### src/rtl/rf_wb_arbiter_pkg.sv
// Shared defaults and write-request payload for the register-file writeback arbiter.
package rf_wb_arbiter_pkg;

    localparam int unsigned DWIDTH_DEF = 32;
    localparam int unsigned AWIDTH_DEF = 5;

    typedef struct packed {
        logic                  valid;
        logic [AWIDTH_DEF-1:0] addr;
        logic [DWIDTH_DEF-1:0] data;
    } wb_req_t;

endpackage

### src/rtl/rf_wb_rr_pick.sv
// Two-input grant picker. RF_WB_RR_EN selects round-robin; otherwise fixed priority to input 0.
module rf_wb_rr_pick (
    input  logic clk,
    input  logic rst,
    input  logic valid0,
    input  logic valid1,
    input  logic same_addr,
    output logic grant0_c,
    output logic grant1_c
);

    logic contended;
    logic prefer1;

    assign contended = valid0 & valid1;

`ifdef RF_WB_RR_EN
    // Pointer only moves on a contended grant between distinct registers.
    always_ff @(posedge clk) begin
        if (rst) begin
            prefer1 <= 1'b0;
        end else if (contended && !same_addr) begin
            prefer1 <= ~prefer1;
        end
    end
`else
    logic unused_clk;
    assign unused_clk = clk;
    assign prefer1    = 1'b0;
`endif

    always_comb begin
        grant0_c = 1'b0;
        grant1_c = 1'b0;
        if (!rst) begin
            if (contended) begin
                // Same destination: requester 0 first so requester 1's value lands last.
                if (same_addr || !prefer1) begin
                    grant0_c = 1'b1;
                end else begin
                    grant1_c = 1'b1;
                end
            end else begin
                grant0_c = valid0;
                grant1_c = valid1;
            end
        end
    end

endmodule

### src/rtl/rf_wb_arbiter.sv
// Register-file writeback arbiter: two requesters, one registered write port.
// Optional round-robin policy via macro RF_WB_RR_EN (default: fixed priority).
module rf_wb_arbiter
    import rf_wb_arbiter_pkg::*;
#(
    parameter int unsigned DWIDTH = DWIDTH_DEF,
    parameter int unsigned AWIDTH = AWIDTH_DEF
) (
    input  logic                 clk,
    input  logic                 rst,
    input  logic                 req0_valid,
    input  logic [AWIDTH-1:0]    req0_addr,
    input  logic [DWIDTH-1:0]    req0_data,
    output logic                 req0_ready,
    input  logic                 req1_valid,
    input  logic [AWIDTH-1:0]    req1_addr,
    input  logic [DWIDTH-1:0]    req1_data,
    output logic                 req1_ready,
    output logic                 rf_we,
    output logic [AWIDTH-1:0]    rf_wa,
    output logic [DWIDTH-1:0]    rf_wd,
    output logic [2**AWIDTH-1:0] pending,
    output logic                 conflict
);

    localparam int unsigned NREG = 2 ** AWIDTH;

    logic              same_addr;
    logic              xfer;
    logic              sel_we;
    logic [AWIDTH-1:0] sel_wa;
    logic [DWIDTH-1:0] sel_wd;

    assign same_addr = (req0_addr == req1_addr);
    assign conflict  = !rst && req0_valid && req1_valid;

    rf_wb_rr_pick u_pick (
        .clk       (clk),
        .rst       (rst),
        .valid0    (req0_valid),
        .valid1    (req1_valid),
        .same_addr (same_addr),
        .grant0_c  (req0_ready),
        .grant1_c  (req1_ready)
    );

    // Mux the granted request; writes to x0 are accepted but never enabled.
    always_comb begin
        xfer   = 1'b0;
        sel_wa = req0_addr;
        sel_wd = req0_data;
        if (req0_valid && req0_ready) begin
            xfer = 1'b1;
        end else if (req1_valid && req1_ready) begin
            xfer   = 1'b1;
            sel_wa = req1_addr;
            sel_wd = req1_data;
        end
        sel_we = xfer && (sel_wa != '0);
    end

    always_ff @(posedge clk) begin
        if (rst) begin
            rf_we   <= 1'b0;
            rf_wa   <= '0;
            rf_wd   <= '0;
            pending <= '0;
        end else begin
            rf_we   <= sel_we;
            pending <= sel_we ? (NREG'(1) << sel_wa) : '0;
            if (xfer) begin
                rf_wa <= sel_wa;
                rf_wd <= sel_wd;
            end
        end
    end

endmodule

### config.mk
export PLATFORM = sky130hd
export DESIGN_NAME = rf_wb_arbiter
export DESIGN_NICKNAME = d
export VERILOG_FILES = /design/src/rtl/rf_wb_arbiter_pkg.sv /design/src/rtl/rf_wb_rr_pick.sv /design/src/rtl/rf_wb_arbiter.sv
export SDC_FILE = /design/constraint.sdc
export NUM_CORES = 1
export LEC_CHECK = 0
export CAP_MARGIN = 15
export CORE_UTILIZATION = 40
export CTS_CLUSTER_SIZE = 28
export DETAILED_ROUTE_END_ITERATION = 12
export PLACE_DENSITY = 0.86
export REMOVE_ABC_BUFFERS = 1
export SLEW_MARGIN = 5
export SYNTH_ARGS = -nofsm -noshare
export SYNTH_HDL_FRONTEND = slang
export SYNTH_HIERARCHICAL = 1
export SYNTH_SLANG_ARGS = --single-unit
### constraint.sdc
create_clock -name clk -period 1.45 [get_ports clk]
set_input_delay 0.2175 -clock clk [delete_from_list [all_inputs] [get_ports clk]]
set_output_delay 0.2175 -clock clk [all_outputs]
set_load 0.03 [all_outputs]
Word-level counts from Yosys, hierarchy flattened
Cells that the tools add are included.
{ "totals": {"regBits": 70, "inputBits": 78, "out_inout_bits": 73, "wordCells": 25} }
{ "op_classes": {"shift": 1, "n_mux": 10, "bitwise": 2, "reduce_logical": 8} }
{ "op_table": {"columns": ["cell", "n"], "rows": [
  ["$mux 32", 2],
  ["$shl 1x5->32 const A", 1],
  ["$mux 5", 2],
  ["$mux 1", 6],
  ["$logic_and 1x1->1", 5],
  ["$reduce_bool 5->1", 1],
  ["$reduce_or 2->1", 1],
  ["$and 1x1->1", 1],
  ["$logic_not 1->1", 1],
  ["$not 1->1", 1]
]} }

Logic depth before layout (Yosys ltp)
Gate-level depths: netlist (run 1).
{ "logic_depth": {"depth_word": 10, "mapped_depth": 7, "depth_no_buf": 5} }

Hierarchy
Netlist (run 1), hierarchy kept.
{ "by_module_without_submodules": {"columns": ["module", "n_inst", "cells_per_inst", "area_per_inst_um2", "seq_area_each_um2"], "rows": [
  ["rf_wb_arbiter", 1, 351, 2926.6, 1401.3],
  ["rf_wb_rr_pick", 1, 2, 18.8, 0.0]
]} }

Worst setup path after synthesis (run 1)
Ideal clock, no wire load.
{ "synth_path": {"path_kind": "in2reg", "startpoint": "input req0_valid", "endpoint": "register pending[4]", "setup_time_ns": 0.128, "t_arrival_ns": 1.667, "t_required_ns": 1.322, "setup_slack_ns": -0.345, "stages": 7, "n_path_buf": 2, "cell_sequence": "nor2b_1 and2_4 buf_6 buf_6 nor4_1 o21ai_0 nor2_1"} }
{ "synth_via": {"elab_chain_len": 10, "word_cells_on_any_way": 16, "classes_between": "shift (1); mux (8); bitwise (2); reduce/logical (5)"} }
{ "synth_lines": {"columns": ["element", "line", "text"], "rows": [
  ["start, declared", "rf_wb_arbiter.sv:11", "input logic req0_valid,"],
  ["$and 1x1->1", "rf_wb_rr_pick.sv:15", "assign contended = valid0 & valid1;"],
  ["$mux 1", "rf_wb_rr_pick.sv:36", "if (contended) begin"],
  ["$mux 1", "rf_wb_rr_pick.sv:35", "if (!rst) begin"],
  ["$logic_and 1x1->1", "rf_wb_arbiter.sv:54", "end else if (req1_valid && req1_ready) begin"],
  ["$mux 5", "rf_wb_arbiter.sv:54", null],
  ["$mux 5", "rf_wb_arbiter.sv:52", "if (req0_valid && req0_ready) begin"],
  ["$reduce_bool 5->1", "rf_wb_arbiter.sv:59", "sel_we = xfer && (sel_wa != '0);"],
  ["$logic_and 1x1->1", "rf_wb_arbiter.sv:59", null],
  ["$not 1->1 (no source line)", null, null],
  ["$reduce_or 2->1 (no source line)", null, null],
  ["end signal, assigned", "rf_wb_arbiter.sv:70", "pending <= sel_we ? (NREG'(1) << sel_wa) : '0;"],
  ["end, declared", "rf_wb_arbiter.sv:22", "output logic [2**AWIDTH-1:0] pending,"]
]} }
Several ways; a longest one is shown, not always the timed one.
A chain may end at the register's enable or synchronous reset.

Final worst setup path (run 1)
{ "layout_path": {"startpoint": "input req1_valid", "endpoint": "register rf_wa[3]"} }
{ "layout_via": {"elab_chain_len": 6, "word_cells_on_any_way": 11, "classes_between": "mux (8); bitwise (1); reduce/logical (2)"} }
{ "layout_lines": {"columns": ["element", "line", "text"], "rows": [
  ["start, declared", "rf_wb_arbiter.sv:15", "input logic req1_valid,"],
  ["$and 1x1->1", "rf_wb_rr_pick.sv:15", null],
  ["$mux 1", "rf_wb_rr_pick.sv:36", null],
  ["$mux 1", "rf_wb_rr_pick.sv:35", null],
  ["$logic_and 1x1->1", "rf_wb_arbiter.sv:54", null],
  ["$mux 5 / $mux 1 (equally long branches)", "rf_wb_arbiter.sv:54", null],
  ["$mux 5 / $mux 1 (equally long branches)", "rf_wb_arbiter.sv:52", null],
  ["end signal, assigned", "rf_wb_arbiter.sv:72", "rf_wa <= sel_wa;"],
  ["end, declared", "rf_wb_arbiter.sv:20", "output logic [AWIDTH-1:0] rf_wa,"]
]} }
Several ways; a longest one is shown, not always the timed one.

==> results of run 1 <==
[power by group]
part / switching, mW / total [mW] / leakage [nW] / internal (mW)
clock network: 0.760 / 2.24 / 0.139 / 1.48
logic: 0.515 / 0.946 / 1.59 / 0.430
registers: 0.0353 / 2.03 / 0.570 / 1.99
[cell type report]
| cell class | count | area [um2] |
|---|---|---|
| Sequential cell | 70 | 1400 |
| Clock buffer | 9 | 124 |
| Clock inverter | 6 | 159 |
| Timing Repair Buffer | 199 | 1870 |
| Inverter | 4 | 15.0 |
| Multi-Input combinational cell | 242 | 1680 |
| Tap cell | 96 | 120 |
| Fill cell | 437 | 1540 |
[sequential cells by signal, summed over array words and instances (netlist names)]
| register | cells |
|---|---|
| pending | 32 |
| rf_wa | 5 |
| rf_wd | 32 |
| rf_we | 1 |
[through the flow]
step	worst slack, ns	power, mW
floorplan	-1.03	2.39
global placement	-0.565	2.89
detailed placement	-0.739	2.91
CTS	-0.0192	5.11
global route	-0.0923	5.35
finish	-0.0926	5.22
[worst max path at each step]
| stage | end | slack, ns | cells after the start |
|---|---|---|---|
| 6_report | rf_wa[3]$_SDFFE_PP0P_ | -0.09 | 7 |
| 5_1_grt | rf_wa[3]$_SDFFE_PP0P_ | -0.09 | 7 |
| 4_1_cts | pending[2]$_SDFF_PP0_ | -0.02 | 7 |
| 3_5_place_dp | pending[1]$_SDFF_PP0_ | -0.74 | 7 |
| 3_3_place_gp | pending[6]$_SDFF_PP0_ | -0.57 | 6 |
| 2_1_floorplan | rf_we$_SDFF_PP0_ | -1.03 | 5 |
[layer usage]
layer,wire length [um],vias to the layer above
li1,-,1556
met1,4590,1698
met2,6060,289
met3,1220,85
met4,711,0
met5,0,-
[timing repair]
item | in CTS | in global routing
endpoints found under the setup margin | 141 | 65
resized for setup | 110 | 36
cloned | 0 | 1
pin swaps | 8 | 7
buffers inserted | 5 | 1
[worst max-delay path, stage by stage]
cell and delay [ns]:
clkdlybuf4s15_1 0.20, nor3b_4 0.30, and2_4 0.24, buf_12 0.14
buf_12 0.15, nand2_1 0.11, a311oi_2 0.39
==> run_results.csv, run 1 <==
group,metric,value,unit
clocking,htree_levels,3,
global_routing,grtUsageMet3,6.73,%
sta,finalCritPeriodShare,106,%
worst_setup_path,cp_max_fo,18,
route,wl_per_cell,20.1,um
worst_setup_path,endpoint_kind,"register",
global_routing,busiest_layer,"met2",
route,drtIter0Drc,414,
power,ir_drop,0.531,mV
sta,finalHoldViolations,0,
worst_setup_path,r2r-end,"rf_wa[3]$_SDFFE_PP0P_",
clocking,numCtsBuffers,9,
worst_setup_path,r2r_slack,0.43,ns
route,routed_via_density,5.80,
sta,worst_slack,-0.0926,ns
sta,slew-limit-headroom,66.5,%
global_routing,grt_first_pass_wirelength,17300,um
sta,clock.fmax,0.648,GHz
floorplanning,rows,30,
sta,slew_viol_final,0,
synth,syn_area_per_cell,8.36,um2
floorplanning,die_area,0.00757,mm2
worst_hold_path,min_from,"req1_data[25]",
placement,finalWeightedCongestion,0.907,
floorplanning,io_pins,151,
floorplanning,die_h,87.0,um
worst_setup_path,critical_path_class,"primary input to register",
global_routing,grt_overflow_total,0,
sta,setup-violations-final,4,
synth,yosysWarnings,6,
worst_setup_path,worstPathArrival,1.77,ns
placement,dp_hpwl,6720,um
clocking,root_buffer,"clkbuf_8",
layout,fin_util,77.7,%
global_routing,grt_antenna_before_repair,0,
sta,tns,-0.133,ns
clocking,clock_path_buffers,2,
route,wl,12600,um
clocking,cts_tree,"yes",
worst_hold_path,hp-class,"primary input to register",
layout,final_cell_mix,"nand2_1, clkdlybuf4s50_1, dlygate4sd2_1, dfxtp_1, nor2_1",
global_routing,use_met2,52.3,%
floorplanning,die_w,87.0,um
route,ant_nets,0,
placement,io_buffer_count,150,
layout,syn2layout_area_growth,85.7,%
clocking,cts_hold_buf,0,
sta,min_period,1.54,ns
worst_setup_path,cp_data_required_time,1.68,ns
power,p_leak,2.30,nW
route,num_vias,3628,
sta,whs,0.440,ns
layout,nets,604,
power,power_density,971,mW/mm2
floorplanning,initial_core_util,41.9,%
floorplanning,core_area,0.00691,mm2
layout,final_common_cell,"nand2_1",
route,drc_errors,0,
worst_hold_path,hold_end,"rf_wd[25]$_SDFFE_PP0P_",
worst_hold_path,whs_path_depth,3,
worst_setup_path,crit-reg2reg-launch,"rf_wa[3]$_SDFFE_PP0P_",
layout,fin_cells,626,
global_routing,grt_pass1_vias,3494,
layout,drive_gt1_share,22.3,%
worst_setup_path,reg2regPathDepth,2,
global_routing,grt_max_degree,40,
global_routing,gr-usage-all-layers,30.1,%
synth,synthCells,346,
sta,tightest_slew,0.503,ns
placement,dpl_cell_area,0.00471,mm2
status,outcome,"finished, violations left",
status,failed_checks,"setup timing",
worst_setup_path,startpoint,"req1_valid",
sta,skew,0,ns
clocking,clkSlewWorstSetupHoldPaths,0.08,ns
worst_setup_path,start_kind,"primary input",
placement,dp_cells,604,
route,firstDrtPassIters,5,
clocking,clk_latency,0.34,ns
synth,synth_area,0.00289,mm2
layout,antenna_cells,0,
layout,fin_area,0.00537,mm2
clocking,clock-sinks,70,
job,cap_violations,0,
global_routing,use_met1,33.4,%
(Power assumes the default switching activity.)
==> run 2: changes to the inputs <==
--- a/config.mk
+++ b/config.mk
@@ -5,7 +5,7 @@
 export SDC_FILE = /design/constraint.sdc
 export NUM_CORES = 1
 export LEC_CHECK = 0
-export CAP_MARGIN = 15
+export CAP_MARGIN = 20
 export CORE_UTILIZATION = 40
 export CTS_CLUSTER_SIZE = 28
 export DETAILED_ROUTE_END_ITERATION = 12
==> results of run 2 <==
Same layout as run 1: the final DEF is identical, and so are final timing and power.
